`src/rtl/cpu_pkg.sv`:
```
// Shared CPU definitions: data width, NOP encoding, default reset vector,
// fetch FSM states and the IF/ID update operations.
package cpu_pkg;

  localparam int XLEN = 32;

  localparam logic [XLEN-1:0] NOP_INSTR        = 32'h0000_0000;
  localparam logic [XLEN-1:0] DEFAULT_RESET_PC = 32'h0000_0000;

  // Fetch sequencer: BOOT spends exactly one cycle after reset, then RUN forever.
  typedef enum logic [0:0] {
    BOOT = 1'b0,
    RUN  = 1'b1
  } fetch_state_e;

  // What the IF/ID pipeline register does on the next edge.
  typedef enum logic [1:0] {
    IFID_BUBBLE = 2'd0,
    IFID_HOLD   = 2'd1,
    IFID_LOAD   = 2'd2
  } ifid_op_e;

  // Word-align an address by clearing the two byte-offset bits.
  function automatic logic [XLEN-1:0] align_word(input logic [XLEN-1:0] addr);
    return {addr[XLEN-1:2], 2'b00};
  endfunction

endpackage

```
`src/rtl/next_pc_sel.sv`:
```
// Combinational next-PC selector: branch > jump > stall-hold > PC+4.
// Redirect targets are word-aligned; PC+4 wraps modulo 2^32.
module next_pc_sel
  import cpu_pkg::*;
(
  input  logic [XLEN-1:0] pc,
  input  logic            stall,
  input  logic            branch_taken,
  input  logic [XLEN-1:0] branch_target,
  input  logic            jump,
  input  logic [XLEN-1:0] jump_target,
  output logic [XLEN-1:0] pc_plus4,
  output logic [XLEN-1:0] next_pc
);

  assign pc_plus4 = pc + 32'd4;

  // Priority mux: the older (EX) branch beats the younger (ID) jump, and any
  // redirect beats a stall.
  always_comb begin
    next_pc = pc_plus4;
    if (branch_taken) begin
      next_pc = align_word(branch_target);
    end else if (jump) begin
      next_pc = align_word(jump_target);
    end else if (stall) begin
      next_pc = pc;
    end else begin
      next_pc = pc_plus4;
    end
  end

endmodule

```
`src/rtl/fetch_stage.sv`:
```
// Instruction fetch stage: PC register, BOOT/RUN sequencer and IF/ID register.
// Optional feature macro: FETCH_PERF_CNT_EN adds the fetch_count port and a
// counter of valid IF/ID loads.
module fetch_stage
  import cpu_pkg::*;
#(
  parameter logic [XLEN-1:0] RESET_PC = DEFAULT_RESET_PC
) (
  input  logic            clk,
  input  logic            rst_n,
  input  logic            stall,
  input  logic            flush,
  input  logic            branch_taken,
  input  logic [XLEN-1:0] branch_target,
  input  logic            jump,
  input  logic [XLEN-1:0] jump_target,
  output logic [XLEN-1:0] imem_addr,
  input  logic [XLEN-1:0] imem_rdata,
  output logic [XLEN-1:0] ifid_pc4,
  output logic [XLEN-1:0] ifid_instr,
  output logic            ifid_valid
`ifdef FETCH_PERF_CNT_EN
  ,
  output logic [XLEN-1:0] fetch_count
`endif
);

  fetch_state_e    state_r;
  fetch_state_e    state_next_s;
  logic [XLEN-1:0] pc_r;
  logic [XLEN-1:0] pc_next_s;
  logic [XLEN-1:0] sel_next_pc_s;
  logic [XLEN-1:0] pc_plus4_s;
  ifid_op_e        ifid_op_s;
  logic [XLEN-1:0] ifid_pc4_r;
  logic [XLEN-1:0] ifid_instr_r;
  logic            ifid_valid_r;

  next_pc_sel u_next_pc_sel (
    .pc            (pc_r),
    .stall         (stall),
    .branch_taken  (branch_taken),
    .branch_target (branch_target),
    .jump          (jump),
    .jump_target   (jump_target),
    .pc_plus4      (pc_plus4_s),
    .next_pc       (sel_next_pc_s)
  );

  // FSM state register; reset always returns to BOOT.
  always_ff @(posedge clk) begin
    if (!rst_n) begin
      state_r <= BOOT;
    end else begin
      state_r <= state_next_s;
    end
  end

  // FSM next state: BOOT lasts one cycle, RUN holds until reset.
  always_comb begin
    state_next_s = BOOT;
    case (state_r)
      BOOT:    state_next_s = RUN;
      RUN:     state_next_s = RUN;
      default: state_next_s = BOOT;
    endcase
  end

  // FSM outputs: PC update and IF/ID operation. BOOT keeps the PC on the
  // reset vector and inserts a bubble so the first real fetch is not lost.
  always_comb begin
    pc_next_s = pc_r;
    ifid_op_s = IFID_BUBBLE;
    case (state_r)
      BOOT: begin
        pc_next_s = pc_r;
        ifid_op_s = IFID_BUBBLE;
      end
      RUN: begin
        pc_next_s = sel_next_pc_s;
        if (flush || branch_taken || jump) begin
          ifid_op_s = IFID_BUBBLE;
        end else if (stall) begin
          ifid_op_s = IFID_HOLD;
        end else begin
          ifid_op_s = IFID_LOAD;
        end
      end
      default: begin
        pc_next_s = pc_r;
        ifid_op_s = IFID_BUBBLE;
      end
    endcase
  end

  // PC register; imem_addr is a direct view of it.
  always_ff @(posedge clk) begin
    if (!rst_n) begin
      pc_r <= RESET_PC;
    end else begin
      pc_r <= pc_next_s;
    end
  end

  // IF/ID pipeline register.
  always_ff @(posedge clk) begin
    if (!rst_n) begin
      ifid_pc4_r   <= 32'h0000_0000;
      ifid_instr_r <= NOP_INSTR;
      ifid_valid_r <= 1'b0;
    end else begin
      case (ifid_op_s)
        IFID_LOAD: begin
          ifid_pc4_r   <= pc_plus4_s;
          ifid_instr_r <= imem_rdata;
          ifid_valid_r <= 1'b1;
        end
        IFID_HOLD: begin
          ifid_pc4_r   <= ifid_pc4_r;
          ifid_instr_r <= ifid_instr_r;
          ifid_valid_r <= ifid_valid_r;
        end
        default: begin
          ifid_pc4_r   <= 32'h0000_0000;
          ifid_instr_r <= NOP_INSTR;
          ifid_valid_r <= 1'b0;
        end
      endcase
    end
  end

`ifdef FETCH_PERF_CNT_EN
  logic [XLEN-1:0] fetch_count_r;

  // Counts every edge that loads a valid instruction; wraps naturally.
  always_ff @(posedge clk) begin
    if (!rst_n) begin
      fetch_count_r <= 32'h0000_0000;
    end else if (ifid_op_s == IFID_LOAD) begin
      fetch_count_r <= fetch_count_r + 32'd1;
    end else begin
      fetch_count_r <= fetch_count_r;
    end
  end

  assign fetch_count = fetch_count_r;
`endif

  assign imem_addr  = pc_r;
  assign ifid_pc4   = ifid_pc4_r;
  assign ifid_instr = ifid_instr_r;
  assign ifid_valid = ifid_valid_r;

endmodule

```
`config.mk`:
```
export PLATFORM = sky130hd
export DESIGN_NAME = fetch_stage
export DESIGN_NICKNAME = d
export VERILOG_FILES = /design/src/rtl/cpu_pkg.sv /design/src/rtl/next_pc_sel.sv /design/src/rtl/fetch_stage.sv
export SDC_FILE = /design/constraint.sdc
export NUM_CORES = 1
export LEC_CHECK = 0
export ABC_AREA = 0
export CAP_MARGIN = 0
export CORE_ASPECT_RATIO = 1.25
export CORE_UTILIZATION = 39
export DETAILED_ROUTE_END_ITERATION = 6
export PLACE_DENSITY_LB_ADDON = 0.2
export SYNTH_ARGS = -nofsm -noshare
export SYNTH_HDL_FRONTEND = slang
export SYNTH_SLANG_ARGS = --single-unit
```
`constraint.sdc`:
```
create_clock -name clk -period 1.75 [get_ports clk]
set_input_delay 0.2625 -clock clk [delete_from_list [all_inputs] [get_ports clk]]
set_output_delay 0.2625 -clock clk [all_outputs]
set_load 0.005 [all_outputs]
```
==> results_dict.tcl, run 1 <==
set metrics [dict create \
    htree_levels 3 \
    num-fill-cells 990 \
    synth-warning-count 0 \
    sw_frac_of_total_pct 25.64 \
    hold_viol_final 0 \
    worstPathArrival_ns 2.07 \
    worst-path-buf-inv 1 \
    cts_buffers 9 \
    setup_slack_ns -0.09844 \
    clock_latency_ns 0.35 \
    synthToLayoutAreaGrowth_pct 66.66 \
    grt_usage_pct 26.86 \
    routedWlPerCell_um 17.58 \
    cts-root-buf "clkbuf_16" \
    cts_buffer_depth 2 \
    critPathMaxStageDelay_ns 0.42 \
    grt_pass1_wl_um 27010 \
    pin_count 199 \
    drt_drc_violations_left 0 \
    place_hpwl_um 12730 \
    violations "setup timing" \
    fin_crit_ns 1.848 \
    p_int_uw 3787 \
    final_area_mm2 0.007993 \
    crit_family "compound AO/OA/AOI/OAI gates" \
    p_seq_share_pct 44.3 \
    slew_violations 0 \
    cpMaxStageDelayCell "o211ai_1" \
    peakVddDrop_mv 0.6261 \
    drive_gt1_share_pct 21.03 \
    end_kind "flop" \
    async_flop_share_pct 0 \
    die_x_um 101.2 \
    diodes 0 \
    place.gp.congestion 0.9761 \
    powerDensity_mw_per_mm2 637.2 \
    fmax_ghz 0.5410 \
    grt_pass1_vias 5500 \
    setup_viol 6 \
    syn_area_per_cell_um2 8.341 \
    required_ns 1.97 \
    skew_ns 0.007095 \
    vias 5581 \
    die_y_um 126.0 \
    via_per_inst 5.592 \
    clock-sinks 94 \
    start_util_pct 40.71 \
    port_buffers 190 \
    switchingPower_uw 1306 \
    cp-start-kind "flop" \
    clkTransAtPathRegs_ns 0.06 \
    worstHoldPathType "reg -> reg" \
    synth_seq_cells 94 \
    grt_start_max_net_pins 35 \
    dieArea_mm2 0.01275 \
    rsz0062_at_grt "yes" \
    std_cell_rows 44 \
    power_frac_clock_pct 36.6 \
    antenna_left 0 \
    core-area_mm2 0.01178 \
    maxCapViolations 0 \
    regArea_mm2 0.001893 \
    synth_edf_count 0 \
    first_pass_iters 5 \
    post_dp_cell_area_mm2 0.007443 \
    syn_area_mm2 0.004796 \
    p_leak_uw 0.003029 \
    status "finished, violations left" \
    dp_cells 973 \
    antenna_found_initial 0 \
    nets 935 \
    final_cells 998 \
    drt_iter0_markers 411 \
    synth_cell_types 74 \
    path_max_fanout 5 \
    critPathKind "reg -> reg" \
    postRouteWirelength_um 17550 \
    ys.flop_type "dfxtp_1" \
    globalRoute.totalOverflow 0 \
    cts_tree "yes" \
    crit_path_cell_trace "ha_4, and4_4, buf_4, nand2_4, o31a_1, o211ai_1, nand2_1" \
    pwr-share-comb_pct 19.1 \
    ys_seq_area_share_pct 39.24 \
    finalCritPeriodShare_pct 105.6 \
    syn-instance-count 575 \
    multi_input_area_mm2 0.002779 \
]
[cells by family after synthesis]
family                     after synthesis  share of synthesized area [%]
AOI/OAI and AO/OA                      171                          24.39
xor gates and xnor gates                25                          4.566
buffers and inverters                   66                          7.148
other                                    1                        0.07819
and+or+nand+nor                        212                          23.22
adders and majority gates                1                         0.2609
DFF                                     94                          39.24
muxes                                    5                          1.096
[state kept, by name (all words and copies together), names as in the netlist]
| register | cells |
|---|---|
| ifid_instr | 32 |
| ifid_pc4 | 30 |
| imem_addr | 30 |
| ifid_valid | 1 |
| state_r | 1 |
[per-layer routing]
| layer | global-route usage (%) | routed length [um] | up-vias |
|---|---|---|---|
| met5 | 0 | 0 | - |
| met2 | 45.18 | 8513 | 351 |
| met1 | 31.39 | 6732 | 2568 |
| li1 | - | - | 2604 |
| met3 | 7.048 | 1682 | 58 |
| met4 | 12.79 | 618 | 0 |
[power by group through the flow]
stage / Combinational [uW] / Clock, uW / Sequential [uW]
global route: 1030 / 1990 / 2260
floorplan: 345 / 0 / 2320
CTS: 943 / 1880 / 2250
detailed placement: 925 / 0 / 2300
global placement: 916 / 0 / 2300
finish: 971 / 1860 / 2260
[final timing paths]
| path | from | end | cells after the start | slack (ns) |
|---|---|---|---|---|
| worst max-delay path | imem_addr[3]$_SDFFE_PN0P_ | ifid_pc4[18]$_SDFFE_PN0P_ | 7 | -0.1 |
| worst min-delay path | ifid_pc4[30]$_SDFFE_PN0P_ | ifid_pc4[30]$_SDFFE_PN0P_ | 2 | 0.44 |
| worst max register to register | imem_addr[3]$_SDFFE_PN0P_ | ifid_pc4[18]$_SDFFE_PN0P_ | 7 | -0.1 |
| worst min register to register | ifid_pc4[30]$_SDFFE_PN0P_ | ifid_pc4[30]$_SDFFE_PN0P_ | 2 | 0.44 |
[cell usage after synthesis, types with 3 or more instances]
library cell / n / share of area (%)
nand4_1: 3 / 0.39
nor3_1: 8 / 0.83
o22ai_1: 4 / 0.52
nand2_1: 59 / 4.6
inv_1: 11 / 0.86
or3_1: 3 / 0.39
xnor2_1: 18 / 3.3
buf_2: 16 / 1.7
nor2_1: 62 / 4.9
o21ai_1: 20 / 2.1
a221o_1: 3 / 0.63
o211ai_1: 8 / 1.3
or4_1: 3 / 0.47
nand3_1: 20 / 2.1
and4_1: 4 / 0.73
a31oi_1: 4 / 0.52
a221oi_1: 4 / 0.73
a22oi_1: 44 / 6.9
and3_1: 9 / 1.2
nand2b_1: 5 / 0.65
a21oi_1: 28 / 2.9
nor3_2: 3 / 0.63
dfxtp_1: 94 / 39
clkbuf_1: 20 / 1.6
xor2_1: 7 / 1.3
o21a_1: 3 / 0.47
nor4_2: 4 / 1.0
buf_6: 3 / 0.70
buf_4: 14 / 2.2
o21ai_0: 20 / 2.1
mux2i_1: 3 / 0.63
a2bb2oi_1: 3 / 0.55
and2_1: 4 / 0.52
nor4_1: 7 / 0.91
[through the flow]
| step | TNS (ns) | hold slack [ns] | worst slack [ns] | utilization (%) | power (uW) |
|---|---|---|---|---|---|
| after global routing | -0.9224 | 0.4606 | -0.1246 | 67.84 | 5280 |
| after floorplan | -0.005277 | 0.2902 | -0.005277 | - | 2667 |
| after CTS | -0.2353 | 0.4457 | -0.05871 | 66.26 | 5080 |
| after detailed placement | -29.71 | 0.4368 | -0.4395 | 63.18 | 3226 |
| after global placement | -23.87 | 0.4310 | -0.4428 | 63.18 | 3213 |
| final | -0.2078 | 0.4395 | -0.09844 | 67.84 | 5093 |
[final cells by class]
class / instances / share of cell area, %
inverters: 12 / 0.5636
clock buffers: 13 / 3.256
repair buffers: 297 / 34.97
clock inverters: 3 / 0.2348
multi-input cells: 418 / 34.77
flip-flops and latches: 94 / 23.69
well taps: 161 / 2.520
[repair_timing]
action,4_1_cts,5_1_grt
endpoints found under the setup margin,57,61
pin swaps,9,12
hold buffers,0,0
cloned,0,1
resized for setup,15,30
endpoints found under the hold margin,0,0
buffers inserted,4,4
[cells in the final DEF (no fill, tap or decap), types with 4 or more instances in the layout]
cell and n:
inv_1 11, o22ai_1 4, a31oi_1 4, xnor2_1 17, o21ai_1 21, nor2_1 61
nand2_1 58, clkdlybuf4s50_1 187, nor3_1 7, o211ai_1 8, buf_4 98, and3_1 8
conb_1 4, clkbuf_16 10, xor2_1 7, buf_12 4, nor4_4 5, o21ai_0 19
nand3_1 18, a21oi_1 26, dfxtp_1 89, nand2b_1 5, a22oi_1 44
[tightest hold or removal path: cells and delay by family (launching register included)]
family	cells	cell delay [ns]
AO/OA/AOI/OAI	1	0.05
flip-flops	1	0.31
AND/OR/NAND/NOR	1	0.05
No activity file was read; power rests on OpenSTA's default activity.
==> run 2, diff against run 1 <==
--- a/config.mk
+++ b/config.mk
@@ -11,6 +11,7 @@
 export CORE_UTILIZATION = 39
 export DETAILED_ROUTE_END_ITERATION = 6
 export PLACE_DENSITY_LB_ADDON = 0.2
+export RECOVER_POWER = 25
 export SYNTH_ARGS = -nofsm -noshare
 export SYNTH_HDL_FRONTEND = slang
 export SYNTH_SLANG_ARGS = --single-unit
==> results_dict.tcl, run 2 (synthesized netlist as in run 1, its figures left out) <==
set metrics [dict create \
    status "finished, violations left" \
    violations "setup timing" \
    worstSetupStartpoint "imem_addr[3]$_SDFFE_PN0P_" \
    via_per_inst 5.598 \
    cts_buffers 9 \
    fin_crit_ns 1.848 \
    p_leak_uw 0.003096 \
    grt_pass1_vias 5500 \
    postRouteWirelength_um 17510 \
    finalCritPeriodShare_pct 105.6 \
    drt_iter0_markers 412 \
    worst-path-buf-inv 1 \
    setup_viol 5 \
    fmax_ghz 0.5411 \
    crit_path_cell_trace "ha_4, and4_4, buf_4, nand2_4, o31a_1, o211ai_1, nand2_1" \
    synthToLayoutAreaGrowth_pct 66.61 \
    antenna_found_initial 0 \
    critPathKind "reg -> reg" \
    slew_violations 0 \
    power_frac_clock_pct 36.6 \
    port_buffers 190 \
    cpMaxStageDelayCell "o211ai_1" \
    crit_family "compound AO/OA/AOI/OAI gates" \
    path_max_fanout 5 \
    peakVddDrop_mv 0.6261 \
    ctsHoldBuffers 0 \
    largest_reg_flops 32 \
    clock-sinks 94 \
    powerDensity_mw_per_mm2 636.6 \
    antenna_left 0 \
    clkTransAtPathRegs_ns 0.06 \
    cts_buffer_depth 2 \
    routedWlPerCell_um 17.55 \
    critPathMaxStageDelay_ns 0.42 \
    nets 935 \
    cp-start-kind "flop" \
    rsz0062_at_grt "yes" \
    setup_slack_ns -0.09820 \
    place.gp.congestion 0.9761 \
    worstHoldPathType "reg -> reg" \
    die_x_um 101.2 \
    place_hpwl_um 12730 \
    drt_drc_violations_left 0 \
    clock_latency_ns 0.34 \
    rrSetupSlack_ns -0.1 \
    hold_viol_final 0 \
    r2r.worst_path.cells 7 \
    grt_pass1_wl_um 27010 \
    cts_tree "yes" \
    reg2reg_from "imem_addr[3]$_SDFFE_PN0P_" \
    hp-start "ifid_pc4[30]$_SDFFE_PN0P_" \
    maxCapViolations 0 \
    finalSetupTns_ns -0.2014 \
    switchingPower_uw 1301 \
    skew_ns 0.006898 \
    cts-root-buf "clkbuf_16" \
    cp.depth 7 \
    dieArea_mm2 0.01275 \
    vias 5587 \
    worstPathArrival_ns 2.07 \
    pin_count 199 \
    final_cell_mix "168 x clkdlybuf4s50_1, 96 x buf_4, 89 x dfxtp_1, 61 x nor2_1, 58 x nand2_1" \
    regToRegEndpoint "ifid_pc4[18]$_SDFFE_PN0P_" \
    std_cell_rows 44 \
    p_int_uw 3786 \
    post-route-util_pct 67.82 \
    pwr-share-comb_pct 19.0 \
    core-area_mm2 0.01178 \
    grt_usage_pct 26.86 \
    die_y_um 126.0 \
    layout_commonest_cell "clkdlybuf4s50_1" \
    whs_path_depth 2 \
    first_pass_iters 5 \
    sw_frac_of_total_pct 25.57 \
    htree_levels 3 \
    diodes 0 \
    worst_pin_slew_ns 0.8012 \
    required_ns 1.97 \
    end_kind "flop" \
    grt_start_max_net_pins 35 \
    start_util_pct 40.71 \
    hold_end "ifid_pc4[30]$_SDFFE_PN0P_" \
    post_dp_cell_area_mm2 0.007443 \
    final_area_mm2 0.007990 \
    relSlewSlack_pct 46.59 \
    p_seq_share_pct 44.4 \
    globalRoute.totalOverflow 0 \
    drive_gt1_share_pct 21.03 \
]
==> run 2: stage by stage <==
stage,instances,power [uW],hold WS (ns),setup WS [ns]
floorplan,578,2667,0.2902,-0.005277
global placement,973,3213,0.4310,-0.4428
detailed placement,973,3226,0.4368,-0.4395
CTS,993,5080,0.4457,-0.05871
global route,998,5279,0.4606,-0.1246
finish,998,5087,0.4365,-0.09820
==> run 2: layer usage <==
metal | part of all wire [%] | global-route usage [%]
met5 | 0 | 0
met4 | 3.7 | 12.79
met3 | 9.3 | 7.048
met1 | 38 | 31.39
met2 | 49 | 45.18
==> run 2: worst max path at each step <==
stage | endpoint | slack [ns]
2_1_floorplan | imem_addr[28]$_SDFFE_PN0P_ | -0.005
3_3_place_gp | imem_addr[14]$_SDFFE_PN0P_ | -0.44
3_5_place_dp | ifid_instr[10]$_SDFFE_PN0P_ | -0.44
4_1_cts | ifid_pc4[18]$_SDFFE_PN0P_ | -0.06
5_1_grt | imem_addr[28]$_SDFFE_PN0P_ | -0.12
6_report | ifid_pc4[18]$_SDFFE_PN0P_ | -0.1
==> run 2: layout make-up <==
type / instances / area (um^2)
Clock buffer: 13 / 260.3
Clock inverter: 3 / 18.77
Fill cell: 990 / 3791
Inverter: 12 / 45.04
Multi-Input combinational cell: 418 / 2779
Sequential cell: 94 / 1893
Tap cell: 161 / 201.4
Timing Repair Buffer: 297 / 2793
==> run 2: power groups by stage <==
stage	clock network, uW	registers, uW	logic (uW)
final	1860	2260	969
after global routing	1990	2260	1030
after CTS	1880	2250	943
after detailed placement	0	2300	925
after global placement	0	2300	916
after floorplan	0	2320	345
==> run 2: timing repair <==
item,4_1_cts,5_1_grt
gates cloned,0,1
pin swaps,9,12
resized for setup,15,30
endpoints found under the setup margin,57,61
setup buffers,4,4
hold endpoints to repair,0,0
==> run 2: worst register-to-register path: cells and delay by family (launching register included) <==
family,cells,cell delay (ns)
buffers and inverters,1,0.14
AND/OR/NAND/NOR,3,0.42
AO/OA/AOI/OAI,2,0.68
adder cells (fa/ha/maj),1,0.12
flip-flops,1,0.36
